### src/rtl/apb_rr_arbiter.sv
// Round-robin arbiter sharing one downstream APB master port among NB_REQ upstream requesters.
// One transfer in flight; SETUP/ACCESS is regenerated downstream from captured request fields.
module apb_rr_arbiter #(
  parameter int unsigned NB_REQ         = 4,
  parameter int unsigned APB_DATA_WIDTH = 32,
  parameter int unsigned APB_ADDR_WIDTH = 32,
  localparam int unsigned GW            = (NB_REQ > 1) ? $clog2(NB_REQ) : 1
) (
  input  logic                                          clk_i,
  input  logic                                          rst_i,
  input  logic [NB_REQ-1:0]                             psel_i,
  input  logic [NB_REQ-1:0]                             penable_i,
  input  logic [NB_REQ-1:0]                             pwrite_i,
  input  logic [NB_REQ-1:0][APB_ADDR_WIDTH-1:0]         paddr_i,
  input  logic [NB_REQ-1:0][APB_DATA_WIDTH-1:0]         pwdata_i,
  output logic [NB_REQ-1:0][APB_DATA_WIDTH-1:0]         prdata_o,
  output logic [NB_REQ-1:0]                             pready_o,
  output logic [NB_REQ-1:0]                             pslverr_o,
  output logic                                          psel_o,
  output logic                                          penable_o,
  output logic                                          pwrite_o,
  output logic [APB_ADDR_WIDTH-1:0]                     paddr_o,
  output logic [APB_DATA_WIDTH-1:0]                     pwdata_o,
  input  logic [APB_DATA_WIDTH-1:0]                     prdata_i,
  input  logic                                          pready_i,
  input  logic                                          pslverr_i,
  output logic [GW-1:0]                                 grant_o,
  output logic                                          busy_o
);

  typedef enum logic [1:0] {StIdle, StSetup, StAccess} state_e;

  state_e                    state_q;
  logic [GW-1:0]             last_q;
  logic [GW-1:0]             grant_q;
  logic                      psel_q;
  logic                      penable_q;
  logic                      pwrite_q;
  logic [APB_ADDR_WIDTH-1:0] paddr_q;
  logic [APB_DATA_WIDTH-1:0] pwdata_q;

  logic                      found;
  logic [GW-1:0]             winner;
  logic [GW-1:0]             cand;
  int unsigned               idx;
  logic                      done;

  // Only psel_i is a request; penable_i carries no information the arbiter needs.
  logic unused_penable;
  assign unused_penable = ^penable_i;

  // Scan last_q+1, last_q+2, ... modulo NB_REQ; first requester found wins.
  always_comb begin
    found  = 1'b0;
    winner = '0;
    idx    = 0;
    cand   = '0;
    for (int unsigned i = 1; i <= NB_REQ; i++) begin
      idx  = (32'(last_q) + i) % NB_REQ;
      cand = idx[GW-1:0];
      if (!found && psel_i[cand]) begin
        found  = 1'b1;
        winner = cand;
      end
    end
  end

  always_ff @(posedge clk_i) begin
    if (rst_i) begin
      state_q   <= StIdle;
      last_q    <= GW'(NB_REQ - 1);
      grant_q   <= '0;
      psel_q    <= 1'b0;
      penable_q <= 1'b0;
      pwrite_q  <= 1'b0;
      paddr_q   <= '0;
      pwdata_q  <= '0;
    end else begin
      unique case (state_q)
        StIdle: begin
          if (found) begin
            last_q   <= winner;
            grant_q  <= winner;
            pwrite_q <= pwrite_i[winner];
            paddr_q  <= paddr_i[winner];
            pwdata_q <= pwdata_i[winner];
            psel_q   <= 1'b1;
            state_q  <= StSetup;
          end
        end
        StSetup: begin
          penable_q <= 1'b1;
          state_q   <= StAccess;
        end
        StAccess: begin
          if (pready_i) begin
            psel_q    <= 1'b0;
            penable_q <= 1'b0;
            state_q   <= StIdle;
          end
        end
        default: begin
          psel_q    <= 1'b0;
          penable_q <= 1'b0;
          state_q   <= StIdle;
        end
      endcase
    end
  end

  // A reset landing on the completion cycle abandons the transfer, so no response escapes.
  assign done = (state_q == StAccess) && pready_i && !rst_i;

  always_comb begin
    pready_o  = '0;
    pslverr_o = '0;
    prdata_o  = '0;
    if (done) begin
      pready_o[grant_q]  = 1'b1;
      pslverr_o[grant_q] = pslverr_i;
      prdata_o[grant_q]  = prdata_i;
    end
  end

  assign psel_o    = psel_q;
  assign penable_o = penable_q;
  assign busy_o    = psel_q;
  assign pwrite_o  = pwrite_q;
  assign paddr_o   = paddr_q;
  assign pwdata_o  = pwdata_q;
  assign grant_o   = grant_q;

endmodule

### config.mk
export PLATFORM = sky130hd
export DESIGN_NAME = apb_rr_arbiter
export DESIGN_NICKNAME = d
export VERILOG_FILES = /design/src/rtl/apb_rr_arbiter.sv
export SDC_FILE = /design/constraint.sdc
export NUM_CORES = 1
export LEC_CHECK = 0
export BUFFER_PORTS_ARGS = -buffer_cell sky130_fd_sc_hd__buf_4
export CAP_MARGIN = 10
export CORE_AREA = 2 2 199 201
export DETAILED_ROUTE_END_ITERATION = 12
export DIE_AREA = 0 0 201 203
export PLACE_DENSITY = 0.42
export SETUP_SLACK_MARGIN = 0.2
export SLEW_MARGIN = 20
export SYNTH_ARGS = -nofsm -noshare
export SYNTH_HDL_FRONTEND = slang
export SYNTH_SLANG_ARGS = --single-unit
### constraint.sdc
create_clock -name clk_i -period 1.7 [get_ports clk_i]
set_clock_uncertainty 0.2 [all_clocks]
set_input_delay 0.085 -clock clk_i [delete_from_list [all_inputs] [get_ports clk_i]]
set_output_delay 0.085 -clock clk_i [all_outputs]
set_load 0.02 [all_outputs]
After elaboration in Yosys (flattened, before gate mapping)
Cells that the tools add are included.

cells by class
  add/sub/neg operators = 4
  order comparisons = 7
  equality and inequality tests = 4
  mux-type cells = 36
  bitwise operators = 4
  reduce and logical (&&, ||, !) cells = 15

operators by type and width
  cell                 count
  $and 128x128->128    1
  $bmux 32 s2          2
  $mux 128             1
  $mux 32              3
  $demux 32 s2         1
  $lt 2x3->1 const B   6
  $mux 1               12
  $mux 2               6
  $bmux 1 s2           5
  $mux 4               2
  $logic_and 1x1->1    6
  $pmux 1 s3           2
  $pmux 2 s3           1
  $reduce_and 2->1     3
  $add 2x1->2 const B  2
  $add 2x2->2 const B  2
  $and 4x4->4          1
  $logic_not 1->1      4
  $ne 2x2->1 const B   2
  $reduce_and 3->1     1
  $demux 1 s2          1
  $eq 2x1->1 const B   1
  $eq 2x2->1 const B   1
  $ge 2x1->1 const B   1
  2 further kinds      3

word-level totals
  bits in registers = 73
  bits of input ports = 304
  output and inout bits = 206

Logic depth before layout (Yosys ltp)
  depth after elaboration = 15
  depth in mapped cells = 8
  depth with buffers taken out = 5

Least setup slack after synthesis
No wires, ideal clock.

  kind = register to output
  start = register state_q[1]
  end = output prdata_o[23] (netlist bit)
  data arrival time = 1.604 ns
  setup slack = -0.189 ns
  cell stages (with the launch flop) = 6
  buffers on the path = 1
  path through = dfxtp_1 > inv_2 > nor4_4 > nor3b_2 > buf_2 > and2_1

RTL lines
  what                    RTL line  source
  from (decl)             33        state_e state_q;
  from (signal assigned)  70        state_q <= StIdle;
  from (signal assigned)  88        state_q <= StSetup;
  from (signal assigned)  93        state_q <= StAccess;
  to (decl)               16        output logic [NB_REQ-1:0][APB_DATA_WIDTH-1:0] prdata_o,

==> reports/qor.yml <==
dpl_cell_area_um2: 10300
num_rows: 72
firstDrtPassIters: 4
drc: 0
avgSynthCellArea_um2: 9.16
violations: "setup timing"
ant_nets: 0
holdWs_ps: 66.0
r2r-start: "last_q[1]"
drive_gt1_frac: 0.649
io-pin-count: 510
slew_viol_final: 0
cp.arrival_ps: 1870
worstHoldStart: "pready_i"
rsz0062_at_grt: "true"
first_global_vias: 8689
coreArea_um2: 38500
grt_max_degree: 43
p_leak_uw: 0.00707
worstSetupStartpointType: "flop"
cts.sinks: 73
die_x_um: 201
syn_to_final_growth_pct: 197
synthTopCellsByArea: "dfxtp_1 28%, mux2i_1 25%, and2_1 16%"
regToRegEndpoint: "paddr_o[15]"
endpoint: "prdata_o[15]"
synth_top_family_by_area: "multiplexers"
ir_drop_v: 0.000635
track_usage: 0.161
htreeDepth: 3
drt_iter0_drc: 234
final-setup-viol-count: 201
netlist.top_cell.by_area: "dfxtp_1"
cts_buffers: 9
antenna_found_initial: 0
fill_cells: 3538
hpwlAfterDp_mm: 21.8
slew_headroom: 0.766
synth_top_area_frac: 0.281
final_cells: 1921
syn-num-nets: 871
synth_seq_cells: 73
synth_warnings: 0
hold_path_class: "primary input to flop"
path_cells: "inv_4 > nor4_4 > nor3b_4 > buf_4 > buf_6 > buf_16 > and2_2 > buf_6"
crit_slowest_cell: "dfxtp_4"
synth_seq_area_share: 0.281
fin_ws_ps: -450
clock_latency_ps: 360
worst-path-max-fanout: 9
power.density_nw_per_um2: 625
status: "complete, but fails checks"
synth_cells: 567
gp_congestion: 0.858
max_stage_delay_ps: 350
synth_compound_area_frac: 0.150
synthMuxAreaShare: 0.253
synthAdderAreaFrac: 0
synth-xor-area-share: 0
synth_simple_gate_area_share: 0.247
die_h_um: 203
syn_area_um2: 5190
worst_pin_slew_ps: 349
tns_ps: -67050
vias_per_cell: 4.09
crit_required_ps: 1410
cp_common_cell: "buf_6"
clockBufferDepth: 2
die_area_um2: 40800
startpoint: "state_q[1]"
cts_tree: "done"
synth_cell_types: 31
worstSetupPathType: "flop to output port"
post-route-period-util: 1.26
fin_util: 0.402
diodes: 0
initial_core_util: 0.135
endpoint_kind: "output port"
grt_pass1_wl_mm: 50.3
final_area_um2: 15400
drt_wl_total_mm: 35.2
root_buffer: "clkbuf_16"
drv_cap: 0
grt_overflow: 0
clkSlewWorstSetupHoldPaths_ps: 50
portBuffers: 505
nNetsFinal: 1703
reg2regPathDepth: 9
wire_per_inst_um: 18.3
reg2reg_slack_ps: -290
place_inst: 1591
finalCriticalPeriod_ps: 2150
hold_viol_final: 0
fmax_mhz: 465
vias: 7864
[stage by stage]
stage / power [uW] / setup slack (ps)
after CTS: 9310 / -474
after global placement: 5570 / -314
after detailed placement: 5570 / -323
after global routing: 10100 / -532
after floorplan: 3970 / -37.2
final: 9660 / -450
[flip-flops by register name, indices dropped and copies added, names as in the netlist]
signal / cells
state_q: 2
pwrite_o: 1
busy_o: 1
grant_o: 2
penable_o: 1
paddr_o: 32
last_q: 2
pwdata_o: 32
[report_power, final]
part	switching, uW	internal [uW]	total [uW]	leakage (uW)
sequential	203	2020	2220	0.000604
combinational	2270	3090	5360	0.00631
clock	866	1210	2080	0.000152
[worst min path at each step]
stage | end | cells after the start | slack (ps)
detailed placement | state_q[1] | 2 | 140
global placement | state_q[1] | 2 | 140
finish | busy_o | 5 | 70
global route | state_q[1] | 3 | 110
CTS | busy_o | 5 | 40
floorplan | penable_o | 3 | 70
[critical path: cells and delay by family, from the launching register on]
| family | cells | cell delay [ps] |
|---|---|---|
| and+or+nand+nor | 3 | 610 |
| DFF | 1 | 350 |
| buffers and inverters | 5 | 540 |
[cell type report]
cell class              count  area (um2)  share of cell area
clock buffers              11         253              0.0164
clock inverters             4        52.6             0.00340
inverters                   5        21.3             0.00138
multi-input cells         438        4560               0.295
flip-flops and latches     73        1470              0.0953
well taps                 518         648              0.0420
repair buffers            872        8440               0.546
[Yosys cell counts, drive strengths merged]
library cell / instances
a21oi: 4
a2bb2oi: 2
a31oi: 2
and2: 132
and3: 1
and3b: 1
buf: 44
clkbuf: 8
dfxtp: 73
inv: 5
mux2i: 131
nand2: 71
nand2b: 1
nand3: 1
nor2: 12
nor3: 4
nor3b: 1
nor4: 3
o211a: 1
o21ai: 1
o21bai: 1
o221ai: 65
o32a: 1
or2: 1
or3: 1
[cell families after synthesis]
family,count (synthesis)
AOI/OAI and AO/OA,77
buffers and inverters,57
DFF,73
muxes,131
and+or+nand+nor,229
[metal layers]
layer | track usage | vias up | share of wire
met5 | 0 | - | 0
met4 | 0.0688 | 0 | 0.033
met3 | 0.0388 | 64 | 0.062
met2 | 0.317 | 382 | 0.55
met1 | 0.161 | 3705 | 0.35
li1 | - | 3713 | -
[what timing repair did]
item,4_1_cts,5_1_grt
cloned,19,3
setup endpoints to repair,203,205
hold buffers,262,0
setup buffers,27,4
pin swaps,57,56
endpoints found under the hold margin,73,0
resized for setup,215,110
[cell usage in the layout (no fill, tap or decap), types with 19 or more instances in the layout]
cell type / instances
and2_4: 124
buf_12: 25
buf_16: 19
buf_4: 443
buf_6: 110
dfxtp_1: 69
dlygate4sd3_1: 261
mux2i_1: 58
mux2i_2: 41
mux2i_4: 32
nand2_1: 69
o221ai_2: 55
Power figures use the tool's default switching activity.
